### src/rtl/ifu_prefetch_buf_pkg.sv
// Shared constants for the instruction prefetch buffer.
// Holds the instruction/address bus widths, the NOP encoding presented when
// the buffer is empty, the default reset fetch address, and the fetch stride.
package ifu_prefetch_buf_pkg;

  localparam int INST_W      = 32;
  localparam int INST_ADDR_W = 32;

  localparam logic [INST_W-1:0]      INST_NOP         = 32'h0000_0001;
  localparam logic [INST_ADDR_W-1:0] RESET_PC_DEFAULT = 32'h0000_0000;
  localparam logic [INST_ADDR_W-1:0] FETCH_STRIDE     = 32'd4;

endpackage

### src/rtl/ifu_pf_fifo.sv
// Generic synchronous FIFO used by the prefetch buffer.
// Read data is the registered head entry (no write-to-read bypass).
// Ports:
//   clk, rst       clock, asynchronous active-low reset
//   push, wdata    write request and data (accepted when not full, or when
//                  a pop frees the slot in the same cycle)
//   pop            read request (ignored when empty)
//   clear          empties the FIFO; wins over push and pop
//   rdata          head entry
//   full, empty    occupancy flags
//   count          number of stored entries
module ifu_pf_fifo #(
  parameter int DEPTH = 4,
  parameter int WIDTH = 64
) (
  input  logic                     clk,
  input  logic                     rst,
  input  logic                     push,
  input  logic [WIDTH-1:0]         wdata,
  input  logic                     pop,
  input  logic                     clear,
  output logic [WIDTH-1:0]         rdata,
  output logic                     full,
  output logic                     empty,
  output logic [$clog2(DEPTH):0]   count
);

  localparam int AW = $clog2(DEPTH);

  // Pointers carry one extra wrap bit so full and empty are distinguishable.
  logic [AW:0]      rd_ptr;
  logic [AW:0]      wr_ptr;
  logic [WIDTH-1:0] mem [DEPTH];
  logic             do_push;
  logic             do_pop;

  assign empty   = (rd_ptr == wr_ptr);
  assign full    = (rd_ptr[AW] != wr_ptr[AW]) && (rd_ptr[AW-1:0] == wr_ptr[AW-1:0]);
  assign count   = wr_ptr - rd_ptr;
  assign do_pop  = pop && !empty;
  assign do_push = push && (!full || do_pop);
  assign rdata   = mem[rd_ptr[AW-1:0]];

  always_ff @(posedge clk or negedge rst) begin
    if (!rst) begin
      rd_ptr <= '0;
      wr_ptr <= '0;
    end else if (clear) begin
      rd_ptr <= '0;
      wr_ptr <= '0;
    end else begin
      if (do_pop)  rd_ptr <= rd_ptr + 1'b1;
      if (do_push) wr_ptr <= wr_ptr + 1'b1;
    end
  end

  // NOTE: storage has no reset; the pointers alone define which entries are
  // live, so resetting the array would only add reset fan-out.
  always_ff @(posedge clk) begin
    if (do_push && !clear) mem[wr_ptr[AW-1:0]] <= wdata;
  end

endmodule

### src/rtl/ifu_prefetch_buf.sv
// Instruction prefetch buffer between the RIB fetch port and if_id.
// Issues sequential word fetches ahead of decode, buffers each response with
// its address, and hands one instruction per cycle to decode (valid/ready).
// A redirect (flush) discards buffered entries and any in-flight response.
// Ports:
//   clk, rst                      clock, asynchronous active-low reset
//   flush_i, flush_addr_i         redirect request and word-aligned target
//   fetch_req_o, fetch_addr_o     fetch request / address to the RIB
//   fetch_gnt_i                   request accepted this cycle
//   fetch_rvalid_i, fetch_rdata_i response, one cycle after an accepted request
//   inst_valid_o, inst_o,
//   inst_addr_o                   buffer head (NOP / 0 when empty)
//   inst_ready_i                  decode consumes the head
module ifu_prefetch_buf
  import ifu_prefetch_buf_pkg::*;
#(
  parameter int                     DEPTH    = 4,
  parameter logic [INST_ADDR_W-1:0] RESET_PC = RESET_PC_DEFAULT
) (
  input  logic                   clk,
  input  logic                   rst,
  input  logic                   flush_i,
  input  logic [INST_ADDR_W-1:0] flush_addr_i,
  output logic                   fetch_req_o,
  output logic [INST_ADDR_W-1:0] fetch_addr_o,
  input  logic                   fetch_gnt_i,
  input  logic                   fetch_rvalid_i,
  input  logic [INST_W-1:0]      fetch_rdata_i,
  output logic                   inst_valid_o,
  output logic [INST_W-1:0]      inst_o,
  output logic [INST_ADDR_W-1:0] inst_addr_o,
  input  logic                   inst_ready_i
);

  localparam int CNT_W   = $clog2(DEPTH) + 1;
  localparam int ENTRY_W = INST_ADDR_W + INST_W;

  logic [INST_ADDR_W-1:0] pc_q;
  logic [INST_ADDR_W-1:0] pend_addr_q;
  logic                   pend_q;
  logic                   drop_q;

  logic                   fifo_push;
  logic                   fifo_pop;
  logic                   fifo_full;
  logic                   fifo_empty;
  logic [CNT_W-1:0]       fifo_count;
  logic [ENTRY_W-1:0]     fifo_rdata;
  logic [CNT_W:0]         occupancy;
  logic                   issue;

  // Buffered entries plus the one outstanding response must fit, so a
  // response never finds the FIFO full. The full term is implied by the
  // occupancy limit and only guards against a malformed DEPTH.
  assign occupancy   = {1'b0, fifo_count} + {{CNT_W{1'b0}}, pend_q};
  assign fetch_req_o = rst && !flush_i && !fifo_full
                       && (occupancy < (CNT_W+1)'(DEPTH));
  assign fetch_addr_o = pc_q;
  assign issue        = fetch_req_o && fetch_gnt_i;

  // An rvalid with nothing outstanding, or one marked for discard, is dropped.
  assign fifo_push = fetch_rvalid_i && pend_q && !drop_q;
  assign fifo_pop  = inst_valid_o && inst_ready_i;

  ifu_pf_fifo #(
    .DEPTH (DEPTH),
    .WIDTH (ENTRY_W)
  ) u_fifo (
    .clk   (clk),
    .rst   (rst),
    .push  (fifo_push),
    .wdata ({pend_addr_q, fetch_rdata_i}),
    .pop   (fifo_pop),
    .clear (flush_i),
    .rdata (fifo_rdata),
    .full  (fifo_full),
    .empty (fifo_empty),
    .count (fifo_count)
  );

  assign inst_valid_o = !fifo_empty;
  assign inst_o       = fifo_empty ? INST_NOP : fifo_rdata[INST_W-1:0];
  assign inst_addr_o  = fifo_empty ? '0 : fifo_rdata[ENTRY_W-1:INST_W];

  // NOTE: state updates use non-blocking assignments so every flop samples
  // the pre-edge value of pc_q/pend_q regardless of statement order.
  always_ff @(posedge clk or negedge rst) begin
    if (!rst) begin
      pc_q        <= RESET_PC;
      pend_addr_q <= '0;
      pend_q      <= 1'b0;
      drop_q      <= 1'b0;
    end else if (flush_i) begin
      // A response still owed to the old stream arrives after the redirect
      // and must not be buffered.
      pc_q   <= flush_addr_i;
      pend_q <= 1'b0;
      drop_q <= pend_q;
    end else begin
      drop_q <= 1'b0;
      if (issue) begin
        pc_q        <= pc_q + FETCH_STRIDE;
        pend_q      <= 1'b1;
        pend_addr_q <= pc_q;
      end else begin
        pend_q <= 1'b0;
      end
    end
  end

endmodule

### config.mk
export PLATFORM = sky130hd
export DESIGN_NAME = ifu_prefetch_buf
export DESIGN_NICKNAME = d
export VERILOG_FILES = /design/src/rtl/ifu_prefetch_buf_pkg.sv /design/src/rtl/ifu_pf_fifo.sv /design/src/rtl/ifu_prefetch_buf.sv
export SDC_FILE = /design/constraint.sdc
export NUM_CORES = 1
export LEC_CHECK = 0
export ABC_AREA = 0
export CAP_MARGIN = 20
export CORE_MARGIN = 2
export CORE_UTILIZATION = 47
export DETAILED_ROUTE_END_ITERATION = 12
export PLACE_DENSITY = 0.69
export SLEW_MARGIN = 20
export SYNTH_ARGS = -nofsm -noshare
export SYNTH_HDL_FRONTEND = slang
export SYNTH_SLANG_ARGS = --single-unit
export TNS_END_PERCENT = 30
### constraint.sdc
create_clock -name clk -period 8.2 [get_ports clk]
set_input_delay 0.82 -clock clk [delete_from_list [all_inputs] [get_ports clk]]
set_output_delay 0.82 -clock clk [all_outputs]
set_load 0.01 [all_outputs]
==> summary.md <==
| Metric | Value |
|---|---|
| Number of hold violations in the final report | 0 |
| Initial Utilization | ~48% |
| Max-Cap Viols | 0 |
| Grt ovf | 0 |
| IO Port Bufs | approximately 170 |
| DRC viols | 0 |
| Final setup viols | 0 |
| TritonCTS clock tree | yes |
| # IOs | 168 |
| Final period util | 54.59% |
| Syn Nets | roughly 880 |
| Largest net degree at the start of global routing | 69 |
| Post_cts resized | 0 |
| Core area | ~0.028 mm² |
| Leakage | 0.005722 µW |
| Sequential share of power | between 50 and 60% |
| Worst skew pair latency | between 500 and 600 ps |
| Slew HR | 28.35% |
| P_sw | 875.0 µW |
| DRT Pass-1 Iters | 5 |
| Power per cell area | 236.5 mW/mm² |
| CP Cell Sequence | inv_1 -> ha_1 -> nand3_2 -> buf_4 -> and2_1 -> clkdlybuf4s50_1 |
| Worst slack at placement | roughly 4100 ps |
| WP data arrival | 3660 ps |
| Clock network fraction of total power | around 40% |
| Internal | 3044 µW |
| Routed WL | between 20,000 and 30,000 µm |
| Clock transition at path regs | about 60 ps |
| Buf+Inv Stages, Crit Path | 3 |
| Startpoint types | flop |
| Slowest cell on the critical path | dfrtp_4 |
| Gr usage total | between 10% and 20% |
| Antenna-violating nets left | 0 |
| Worst Max-Slew Pin Slew | about 1100 ps |
| Endpoint type of the worst setup path | output pin |
| Mapped cell area | between 0.01 and 0.015 mm² |
| Most common cell after layout, fill and taps aside | edfxtp_1 |
| Post-synth EDFFs | 256 |
| RSZ-0062 raised after global routing | false |
| Setup ws final | roughly 3700 ps |
| Ys async rst share | roughly 22% |
| Die area | 0.02980 mm² |
| Global-route wire length before repair | roughly 45,000 µm |
| Routed WL per cell | approximately 21 µm |
| Starting DRT DRC Count | roughly 690 |
| CP top delay family | flip-flops |
| Cts hold-fix bufs | 0 |
| FMAX | about 220 MHz |
| Synth Warn # | 0 |
| Syn avg cell area | around 17 µm² |
| Core Rows | 61 |
| Hold slack | between 200 and 300 ps |
| Comb pwr share | around 9.1% |
| Post-synthesis sequential area ratio | a little under three quarters |
| Clock Path Buffers | 3 |
| Vias/cell | 5.497 |
| Vias in the first global route | ~7,700 |
| Crit-path max cell delay | between 1000 and 1500 ps |
| Post-synthesis register bit count | around 330 |
| Critical path type | reg2out |
| Mapped Cells | 799 |
| Crit Path Max Fanout | 68 |
| Setup TNS | 0 ps |
| Die Width | around 170 µm |
| Unique cell type count in the Yosys netlist | 65 |
| Chip height | between 150 and 200 µm |
| FF-to-FF setup slack | 4160 ps |
| Synthesis-to-finish area growth | 24.00% |
| Max VDD drop | around 120 µV |
| Htree depth | 2 |
| Root buf cell | clkbuf_16 |
| Slew Viols, Final | 0 |
| Ant. Diodes | 0 |
| Vias after detailed routing | between 7,000 and 8,000 |
| Fill cell count | about 2,100 |
| CTS Sinks | approximately 330 |
| Most frequent cells in the layout | edfxtp_1 (256), clkdlybuf4s50_1 (165), nand2_1 (117), dfrtp_1 (70), and2_1 (66) |
| Nets | 1,050 |
| Main synth FF type | edfxtp_1 |
| Outcome | finished clean |
| Required @ worst endpoint | between 7000 and 8000 ps |
| Cts bufs inserted | 35 |
| Final min period | about 4500 ps |
| Switching fraction of total power | approximately 22% |
| Share of cells above drive strength 1 | ~16% |
| Initial antenna violation count | 0 |
| Setup bufs post-CTS | 0 |
| Gpl congestion | a little over 0.8 |
| Hold Crit Class | in2async |
| HPWL after DPL | ~17,000 µm |
| Layout Skew | about 19 ps |
-- synthesized netlist by cell type, types with 2 or more instances --
cell type	instances	area share [%]
ha_1	8	0.75
mux2i_1	2	0.15
a221o_1	10	0.75
and3_1	8	0.37
and4_1	2	0.13
nand2_1	117	3.3
o31a_1	2	0.13
a21oi_1	2	0.075
nor2_1	13	0.37
o31ai_1	2	0.11
clkbuf_1	21	0.59
a21o_1	4	0.22
buf_4	2	0.11
o311ai_1	4	0.26
mux4_2	64	11
xor2_1	6	0.39
dfrtp_1	72	13
and2_1	69	3.2
o21ai_0	6	0.22
inv_1	7	0.20
edfxtp_1	256	58
nor4_2	3	0.28
mux2_2	6	0.51
buf_1	2	0.056
nand4_1	9	0.42
or4_1	2	0.11
nand3_1	15	0.56
xnor2_1	10	0.66
o21ai_1	11	0.41
or3_1	2	0.094
nor4_1	8	0.37
nor3_1	10	0.37
buf_2	12	0.45
-- worst reg2reg max path, stage by stage (launching register included) --
cell and delay (ps):
dfrtp_4 1140, fa_1 560, or3b_2 550, and3_4 240, nand2_4 440, inv_2 440, a21o_1 270, a221o_1 280
-- cell families (layout without fill, tap and decap cells) --
kind of cell               Yosys count  in the layout  synth area share (%)
buffers and inverters               47            245                 1.545
muxes                               74             74                 11.66
adders and majority gates            9              9                0.8988
and+or+nand+nor                    272            272                 10.75
AOI/OAI and AO/OA                   52             52                 2.977
xor gates and xnor gates            17             17                 1.170
DFF                                328            328                 71.00
-- through the flow --
| stage | utilization, % | instance area [µm²] | instances | power (µW) |
|---|---|---|---|---|
| after floorplan | - | 13360 | 799 | 2168 |
| after global placement | 55.28 | 15400 | 1312 | 2368 |
| after detailed placement | 55.28 | 15400 | 1312 | 2376 |
| after CTS | 59.48 | 16570 | 1375 | 3958 |
| after global routing | 59.48 | 16570 | 1375 | 4060 |
| final | 59.48 | 16570 | 1375 | 3919 |
-- routing by layer --
layer / vias up / GRT usage [%] / routed length, µm
li1: 3399 / - / -
met2: 281 / 30.81 / 13600
met4: 0 / 4.772 / 446
met5: - / 0 / 0
met3: 36 / 3.980 / 1806
met1: 3842 / 28.35 / 12800
-- flip-flops by register name (all words and copies together), names as in the netlist --
register       cells
u_fifo.rd_ptr      3
pend_q             1
u_fifo.mem       256
drop_q             1
u_fifo.wr_ptr      3
pend_addr_q       32
fetch_addr_o      32
-- cell type report --
cell class              instances  area (µm²)  area share [%]
clock inverters                16       166.4           1.004
inverters                       9       33.78          0.2039
well taps                     378       473.0           2.854
flip-flops and latches        328        9497           57.31
repair buffers                173        1709           10.31
multi-input cells             424        3686           22.24
clock buffers                  47        1006           6.071
-- worst paths after layout --
path / cells after the start / from / endpoint
worst max register to register: 7 / u_fifo.rd_ptr[1] / fetch_addr_o[10]
worst max-delay path: 6 / u_fifo.rd_ptr[1] / inst_addr_o[18]
min in group clk: 0 / pend_addr_q[26] / u_fifo.mem[1][58]
worst min register to register: 0 / pend_addr_q[26] / u_fifo.mem[1][58]
worst min-delay path: 1 / rst / pend_addr_q[28]
max in group asynchronous: 2 / rst / fetch_addr_o[8]
-- power by group through the flow --
| stage | registers, µW | clock network [µW] | logic [µW] |
|---|---|---|---|
| finish | 1980 | 1580 | 356 |
| global route | 2000 | 1680 | 388 |
| CTS | 1980 | 1610 | 361 |
| detailed placement | 2020 | 0 | 359 |
| global placement | 2010 | 0 | 355 |
| floorplan | 1980 | 0 | 188 |
Note: power is estimated with default switching activity, not from simulation.
